===== src/rtl/redundant_multiplier_array.sv =====
// Redundant single-precision multiply stage: launches one multiply on NUM_UNITS
// staggered cores, collects results under a timeout, streams them and flags disagreement.

module verilog_multiplier (
  input  logic        clk,
  input  logic        rst,
  input  logic        ready,
  input  logic [31:0] op1,
  input  logic [31:0] op2,
  output logic [31:0] res,
  output logic        done
);

  // Round-to-nearest-even increment decision.
  function automatic logic rne_up(input logic lsb, input logic guard, input logic sticky);
    return guard & (sticky | lsb);
  endfunction

  // Exponent saturation to infinity/zero; subnormal results flush to signed zero.
  function automatic logic [31:0] pack_sat(input logic sgn, input logic signed [9:0] exp,
                                           input logic [22:0] mant);
    if (exp >= 10'sd255)
      return {sgn, 8'hFF, 23'd0};
    else if (exp <= 10'sd0)
      return {sgn, 31'd0};
    else
      return {sgn, exp[7:0], mant};
  endfunction

  function automatic logic [31:0] fp_mul(input logic [31:0] a, input logic [31:0] b);
    logic               sgn, a_nan, b_nan, a_inf, b_inf, a_zero, b_zero;
    logic [47:0]        prod;
    logic [22:0]        mant;
    logic               guard, sticky;
    logic [23:0]        mrnd;
    logic signed [9:0]  exp;
    sgn    = a[31] ^ b[31];
    a_nan  = (a[30:23] == 8'hFF) && (a[22:0] != 23'd0);
    b_nan  = (b[30:23] == 8'hFF) && (b[22:0] != 23'd0);
    a_inf  = (a[30:23] == 8'hFF) && (a[22:0] == 23'd0);
    b_inf  = (b[30:23] == 8'hFF) && (b[22:0] == 23'd0);
    a_zero = (a[30:23] == 8'h00);
    b_zero = (b[30:23] == 8'h00);
    if (a_nan || b_nan || (a_inf && b_zero) || (b_inf && a_zero))
      return 32'h7FC00000;
    if (a_inf || b_inf)
      return {sgn, 8'hFF, 23'd0};
    if (a_zero || b_zero)
      return {sgn, 31'd0};
    prod = 48'({1'b1, a[22:0]}) * 48'({1'b1, b[22:0]});
    exp  = $signed({2'b00, a[30:23]}) + $signed({2'b00, b[30:23]}) - 10'sd127;
    if (prod[47]) begin
      mant   = prod[46:24];
      guard  = prod[23];
      sticky = |prod[22:0];
      exp    = exp + 10'sd1;
    end else begin
      mant   = prod[45:23];
      guard  = prod[22];
      sticky = |prod[21:0];
    end
    mrnd = {1'b0, mant} + {23'd0, rne_up(mant[0], guard, sticky)};
    if (mrnd[23])
      exp = exp + 10'sd1;
    return pack_sat(sgn, exp, mrnd[22:0]);
  endfunction

  // ---- stage p0: result registered one cycle after the ready pulse ----
  always_ff @(posedge clk or posedge rst) begin
    if (rst) begin
      res  <= 32'd0;
      done <= 1'b0;
    end else begin
      done <= ready;
      if (ready)
        res <= fp_mul(op1, op2);
    end
  end

endmodule

module redundant_multiplier_array #(
  parameter int NUM_UNITS = 2,
  parameter int STAGGER   = 1,
  parameter int TIMEOUT   = 255,
  parameter int IDX_W     = 3
) (
  input  logic             clk,
  input  logic             rst,
  input  logic             ready,
  input  logic [31:0]      op1,
  input  logic [31:0]      op2,
  output logic [31:0]      res,
  output logic [IDX_W-1:0] res_idx,
  output logic             res_valid,
  output logic             done,
  output logic             mismatch,
  output logic             timeout,
  output logic             busy
);

  localparam int          LAST_LAUNCH = (NUM_UNITS - 1) * STAGGER;
  localparam logic [31:0] QNAN        = 32'h7FC00000;

  typedef enum logic [2:0] {IDLE, LAUNCH, WAIT, STREAM, FINISH} state_t;

  state_t                       state, state_nxt;
  logic [31:0]                  op1_p0, op2_p0;
  logic [7:0]                   lcnt;
  logic [31:0]                  tcnt;
  logic [IDX_W-1:0]             scnt;
  logic [NUM_UNITS-1:0]         seen, seen_nxt;
  logic [NUM_UNITS-1:0][31:0]   buf_r, buf_nxt;
  logic [NUM_UNITS-1:0]         unit_ready, unit_done;
  logic [NUM_UNITS-1:0][31:0]   unit_res;
  logic                         all_seen, wait_exp, mm;
  logic [IDX_W-1:0]             sel_idx;
  logic [NUM_UNITS-1:0]         sel_seen;
  logic [NUM_UNITS-1:0][31:0]   sel_buf;
  logic [31:0]                  sel_word;

  for (genvar k = 0; k < NUM_UNITS; k++) begin : g_unit
    logic        u_done;
    logic [31:0] u_res;
    verilog_multiplier u_mul (
      .clk   (clk),
      .rst   (rst),
      .ready (unit_ready[k]),
      .op1   (op1_p0),
      .op2   (op2_p0),
      .res   (u_res),
      .done  (u_done)
    );
    assign unit_ready[k] = (state == LAUNCH) && (lcnt == 8'(k * STAGGER));
    assign unit_done[k]  = u_done;
    assign unit_res[k]   = u_res;
  end

  // First completion per unit wins; later done pulses are ignored.
  always_comb begin
    seen_nxt = seen;
    buf_nxt  = buf_r;
    if (state == LAUNCH || state == WAIT) begin
      for (int k = 0; k < NUM_UNITS; k++) begin
        if (unit_done[k] && !seen[k]) begin
          seen_nxt[k] = 1'b1;
          buf_nxt[k]  = unit_res[k];
        end
      end
    end
  end

  assign all_seen = &seen_nxt;
  assign wait_exp = (TIMEOUT != 0) && (tcnt == 32'(TIMEOUT - 1));
  assign busy     = (state != IDLE);

  always_comb begin
    mm = 1'b0;
    for (int k = 1; k < NUM_UNITS; k++)
      if (seen[k] && seen[0] && (buf_r[k] != buf_r[0]))
        mm = 1'b1;
  end

  // Word for the next beat; the first beat must see captures landing this cycle.
  always_comb begin
    sel_idx  = '0;
    sel_seen = seen;
    sel_buf  = buf_r;
    if (state == WAIT) begin
      sel_seen = seen_nxt;
      sel_buf  = buf_nxt;
    end else begin
      sel_idx = scnt + IDX_W'(1);
    end
    sel_word = QNAN;
    for (int k = 0; k < NUM_UNITS; k++)
      if ((IDX_W'(k) == sel_idx) && sel_seen[k])
        sel_word = sel_buf[k];
  end

  always_comb begin
    state_nxt = state;
    case (state)
      IDLE:    if (ready) state_nxt = LAUNCH;
      LAUNCH:  if (lcnt == 8'(LAST_LAUNCH)) state_nxt = WAIT;
      WAIT:    if (all_seen || wait_exp) state_nxt = STREAM;
      STREAM:  if (scnt == IDX_W'(NUM_UNITS - 1)) state_nxt = FINISH;
      FINISH:  state_nxt = IDLE;
      default: state_nxt = IDLE;
    endcase
  end

  // ---- stage p0: control, capture buffers and output stream registers ----
  always_ff @(posedge clk or posedge rst) begin
    if (rst) begin
      state     <= IDLE;
      op1_p0    <= 32'd0;
      op2_p0    <= 32'd0;
      lcnt      <= 8'd0;
      tcnt      <= 32'd0;
      scnt      <= '0;
      seen      <= '0;
      buf_r     <= '0;
      res       <= 32'd0;
      res_idx   <= '0;
      res_valid <= 1'b0;
      done      <= 1'b0;
      mismatch  <= 1'b0;
      timeout   <= 1'b0;
    end else begin
      state <= state_nxt;
      seen  <= seen_nxt;
      buf_r <= buf_nxt;
      done  <= 1'b0;
      case (state)
        IDLE: begin
          if (ready) begin
            op1_p0   <= op1;
            op2_p0   <= op2;
            seen     <= '0;
            mismatch <= 1'b0;
            timeout  <= 1'b0;
            lcnt     <= 8'd0;
          end
        end
        LAUNCH: begin
          lcnt <= lcnt + 8'd1;
          tcnt <= 32'd0;
        end
        WAIT: begin
          tcnt <= tcnt + 32'd1;
          if (state_nxt == STREAM) begin
            res       <= sel_word;
            res_idx   <= '0;
            res_valid <= 1'b1;
            scnt      <= '0;
            if (!all_seen)
              timeout <= 1'b1;
          end
        end
        STREAM: begin
          if (scnt == IDX_W'(NUM_UNITS - 1)) begin
            res_valid <= 1'b0;
            done      <= 1'b1;
            mismatch  <= mm;
          end else begin
            scnt    <= scnt + IDX_W'(1);
            res_idx <= scnt + IDX_W'(1);
            res     <= sel_word;
          end
        end
        default: ;
      endcase
    end
  end

endmodule


===== config.mk =====
export PLATFORM = sky130hd
export DESIGN_NAME = redundant_multiplier_array
export DESIGN_NICKNAME = d
export VERILOG_FILES = /design/src/rtl/redundant_multiplier_array.sv
export SDC_FILE = /design/constraint.sdc
export NUM_CORES = 2
export LEC_CHECK = 0
export ABC_AREA = 1
export ABC_CLOCK_PERIOD_IN_PS = 9510
export CELL_PAD_IN_SITES_DETAIL_PLACEMENT = 2
export CELL_PAD_IN_SITES_GLOBAL_PLACEMENT = 2
export CORE_MARGIN = 2
export CORE_UTILIZATION = 30
export CTS_CLUSTER_DIAMETER = 30
export DETAILED_ROUTE_END_ITERATION = 10
export HOLD_SLACK_MARGIN = 0.05
export MAX_ROUTING_LAYER = met4
export PLACE_DENSITY_LB_ADDON = 0.1
export SLEW_MARGIN = 20
export SYNTH_ARGS = -nofsm -noshare
export SYNTH_HDL_FRONTEND = slang
export SYNTH_SLANG_ARGS = --single-unit

===== constraint.sdc =====
create_clock -name clk -period 9.51 [get_ports clk]
set_clock_uncertainty 0.15 [all_clocks]
set_input_delay 2.3775 -clock clk [delete_from_list [all_inputs] [get_ports clk]]
set_output_delay 2.3775 -clock clk [all_outputs]
set_load 0.005 [all_outputs]

==> results.toml <==
[worst_setup_path]
max_stage_delay_ns = 0.61
cp_data_arrival_time_ns = 9.30
required_ns = 9.95
critPathMaxFanout = 16
ff2ff_path_depth = 41
r2r_slack_ns = 0.65
worst_r2r_endpoint = "g_unit[1].u_mul.res[15]"
worstSetupPathType = "reg -> reg"
crit_path_start_kind = "register"
endpoint_kind = "register"
r2r-start = "op2_p0[9]"
critPathMostFrequentCell = "nand2_1"
critPathSlowestCell = "fa_1"
endpoint = "g_unit[1].u_mul.res[15]"
startpoint = "op2_p0[9]"

[final_layout]
layout_commonest_cell = "nand2_1"
final_cell_mix = "nand2_1 (1635), inv_1 (1221), fa_1 (483), dfrtp_1 (249), nor2_1 (245)"
layout-drive-gt1-share_pct = 9.18
nFillCells = 14000
syn_to_final_growth_pct = 20.1
final_area_um2 = 43500
layout.nets = 5998

[timing]
finalCritPeriodShare_pct = 93.2
slew_headroom_pct = 35.1
finalCriticalPeriod_ns = 8.86
hold_viol = 0
rsz0062_at_grt = "no"
setup_slack_ns = 0.650
worst_pin_slew_ns = 0.972
setup_viol = 0
tns_ns = 0
slew_violations = 0
whs_ns = 0.324
fmax_mhz = 113

[floorplan]
dieArea_um2 = 124000
die-height_um = 352
num_rows = 127
die_x_um = 352
core_area_um2 = 120000
start_util_pct = 30.3
ios = 107

[place]
place_area_um2 = 40300
dp_slack_ns = 0.301
place.gp.congestion = 0.847
port_buffers = 106
post-dp-hpwl_mm = 116

[cts]
cts_setup_buffers = 0
cts-root-buf = "clkbuf_16"
insertion_delay_ns = 0.70
cts_sinks = 278
clkSlewWorstSetupHoldPaths_ns = 0.04
ctsLongestPathBuffers = 3
cts_tree = "built"
numCtsBuffers = 88
htreeDepth = 3

[logic_synthesis]
synth.area.top_cells = "fa_1 (27%), dfrtp_1 (19%), nand2_1 (17%)"
synthArstFlopShare_pct = 100
synth-warning-count = 0
synth_compound_area_share_pct = 4.88
synth_top_cell_area_share_pct = 26.7
synth_seq_area_share_pct = 19.2
synthFlopType = "dfrtp_1"
synth.distinct_cells = 59
synth_top_family_by_area = "adder cells"
synth_xor_area_share_pct = 1.52
synth-simple-area-share_pct = 25.6
synth_edf_count = 0
avgSynthCellArea_um2 = 7.19
synthCells = 5043
ys_ff_latch = 278
synth_area_leader_cell = "fa_1"
syn_area_um2 = 36200
yosys.area_share.adder_pct = 33.3
syn_nets = 5785
muxShareOfSynthArea_pct = 0.338

[global_routing]
grt_usage_pct = 24.8
antenna_found_initial = 10
overflow = 0
grt_pass1_wl_mm = 226
grt_pass1_vias = 37100
grt_max_degree = 124

[hold_path]
holdPathStages = 2
min_path_type = "reg -> reg"

[detailed_routing]
wl_mm = 143
final_antenna_net_count = 0
drt_drc_violations_left = 0
vias = 32400
via_per_inst = 4.66
dr.first_iter.drc_count = 1389
wl_per_cell_um = 20.6
firstDrtPassIters = 7

[job]
maxCapViolations = 0

[pwr]
power_density_nw_per_um2 = 98.6
vdd_drop_max_uv = 133
finalPower_w = 0.00429
p_leak_nw = 24.5

[status]
status = "complete, no violations"
==> synthesized netlist by cell type (5+ instances only) <==
cell and count:
o211ai_1 24, nor2_4 7, o31ai_1 5, a21oi_1 122, clkbuf_1 183, inv_2 6
o21ai_0 117, buf_6 12, nor2_1 250, xor2_1 28, nand2_4 5, nand3_1 215
nand4_1 53, xnor2_1 35, nor4_1 21, a31oi_1 6, nand3b_1 6, nand3_2 5
fa_1 483, ha_1 192, a22oi_1 5, nor3_1 27, nand2_1 1635, inv_1 1224
dfrtp_1 278, mux2_2 10, nor2_2 13, o21bai_1 6, nand2_2 19
==> worst min-delay path by stage <==
stage	from	endpoint
3_5_place_dp	g_unit[1].u_mul.res[1]	g_unit[1].u_mul.res[1]
6_report	res[4]	res[4]
4_1_cts	g_unit[1].u_mul.res[1]	g_unit[1].u_mul.res[1]
2_1_floorplan	g_unit[0].u_mul.res[22]	g_unit[0].u_mul.res[22]
3_3_place_gp	res[8]	res[8]
5_1_grt	res[19]	res[19]
==> layer usage <==
layer  global-route usage [%]  vias to the layer above  share of wire (%)
met5                        -                        -                  0
met4                     5.56                        0                1.8
met3                     2.57                      136                3.1
met2                     40.7                      451                 48
met1                     33.0                    16500                 47
li1                         -                    15200                  -
==> repair_timing <==
action                                  CTS  global route
endpoints found under the setup margin    0            62
gates resized for setup                   0            36
hold buffers                              0             0
==> logic make-up after synthesis <==
logic type,count (synthesis)
XOR/XNOR,63
AND/OR/NAND/NOR,2266
flip-flops,278
buffers and inverters,1438
multiplexers,11
adder cells (fa/ha/maj),675
AO/OA/AOI/OAI,312
==> flip-flops by register name (all words and copies together) (netlist names), 2 cells and up <==
register,count
tcnt,32
g_unit.u_mul.res,64
scnt,3
seen,2
state,3
res,32
op2_p0,32
g_unit.u_mul.done,2
op1_p0,32
buf_r,64
lcnt,8
==> final cells by class <==
type                    instances  area, um^2  share of cell area, %
diodes                          2        5.00                 0.0115
clock buffers                 110        2420                   5.57
clock inverters                50         722                   1.66
inverters                    1234        4640                   10.7
multi-input cells            3327       23800                   54.7
flip-flops and latches        278        7000                   16.1
well taps                    1612        2020                   4.63
repair buffers                327        2900                   6.65
==> report_power, final <==
group / internal [W] / switching (W) / total [W]
clock: 0.00210 / 0.000945 / 0.00305
sequential: 0.00119 / 0 / 0.00119
combinational: 0.0000253 / 0.0000319 / 0.0000572
==> worst max-delay path: cells and delay by family, from the launching register on <==
kind,cells,cell delay (ns)
adder cells (fa/ha/maj),8,4.00
AND/OR/NAND/NOR,23,2.94
buffers and inverters,10,1.14
flip-flops,1,0.56
==> through the flow <==
| step | util (%) | instances |
|---|---|---|
| final | 36.3 | 6940 |
| after global routing | 36.3 | 6939 |
| after CTS | 36.3 | 6938 |
| after detailed placement | 33.7 | 6778 |
| after global placement | 33.7 | 6778 |
| after floorplan | - | 5043 |
Power figures use the tool's default switching activity.
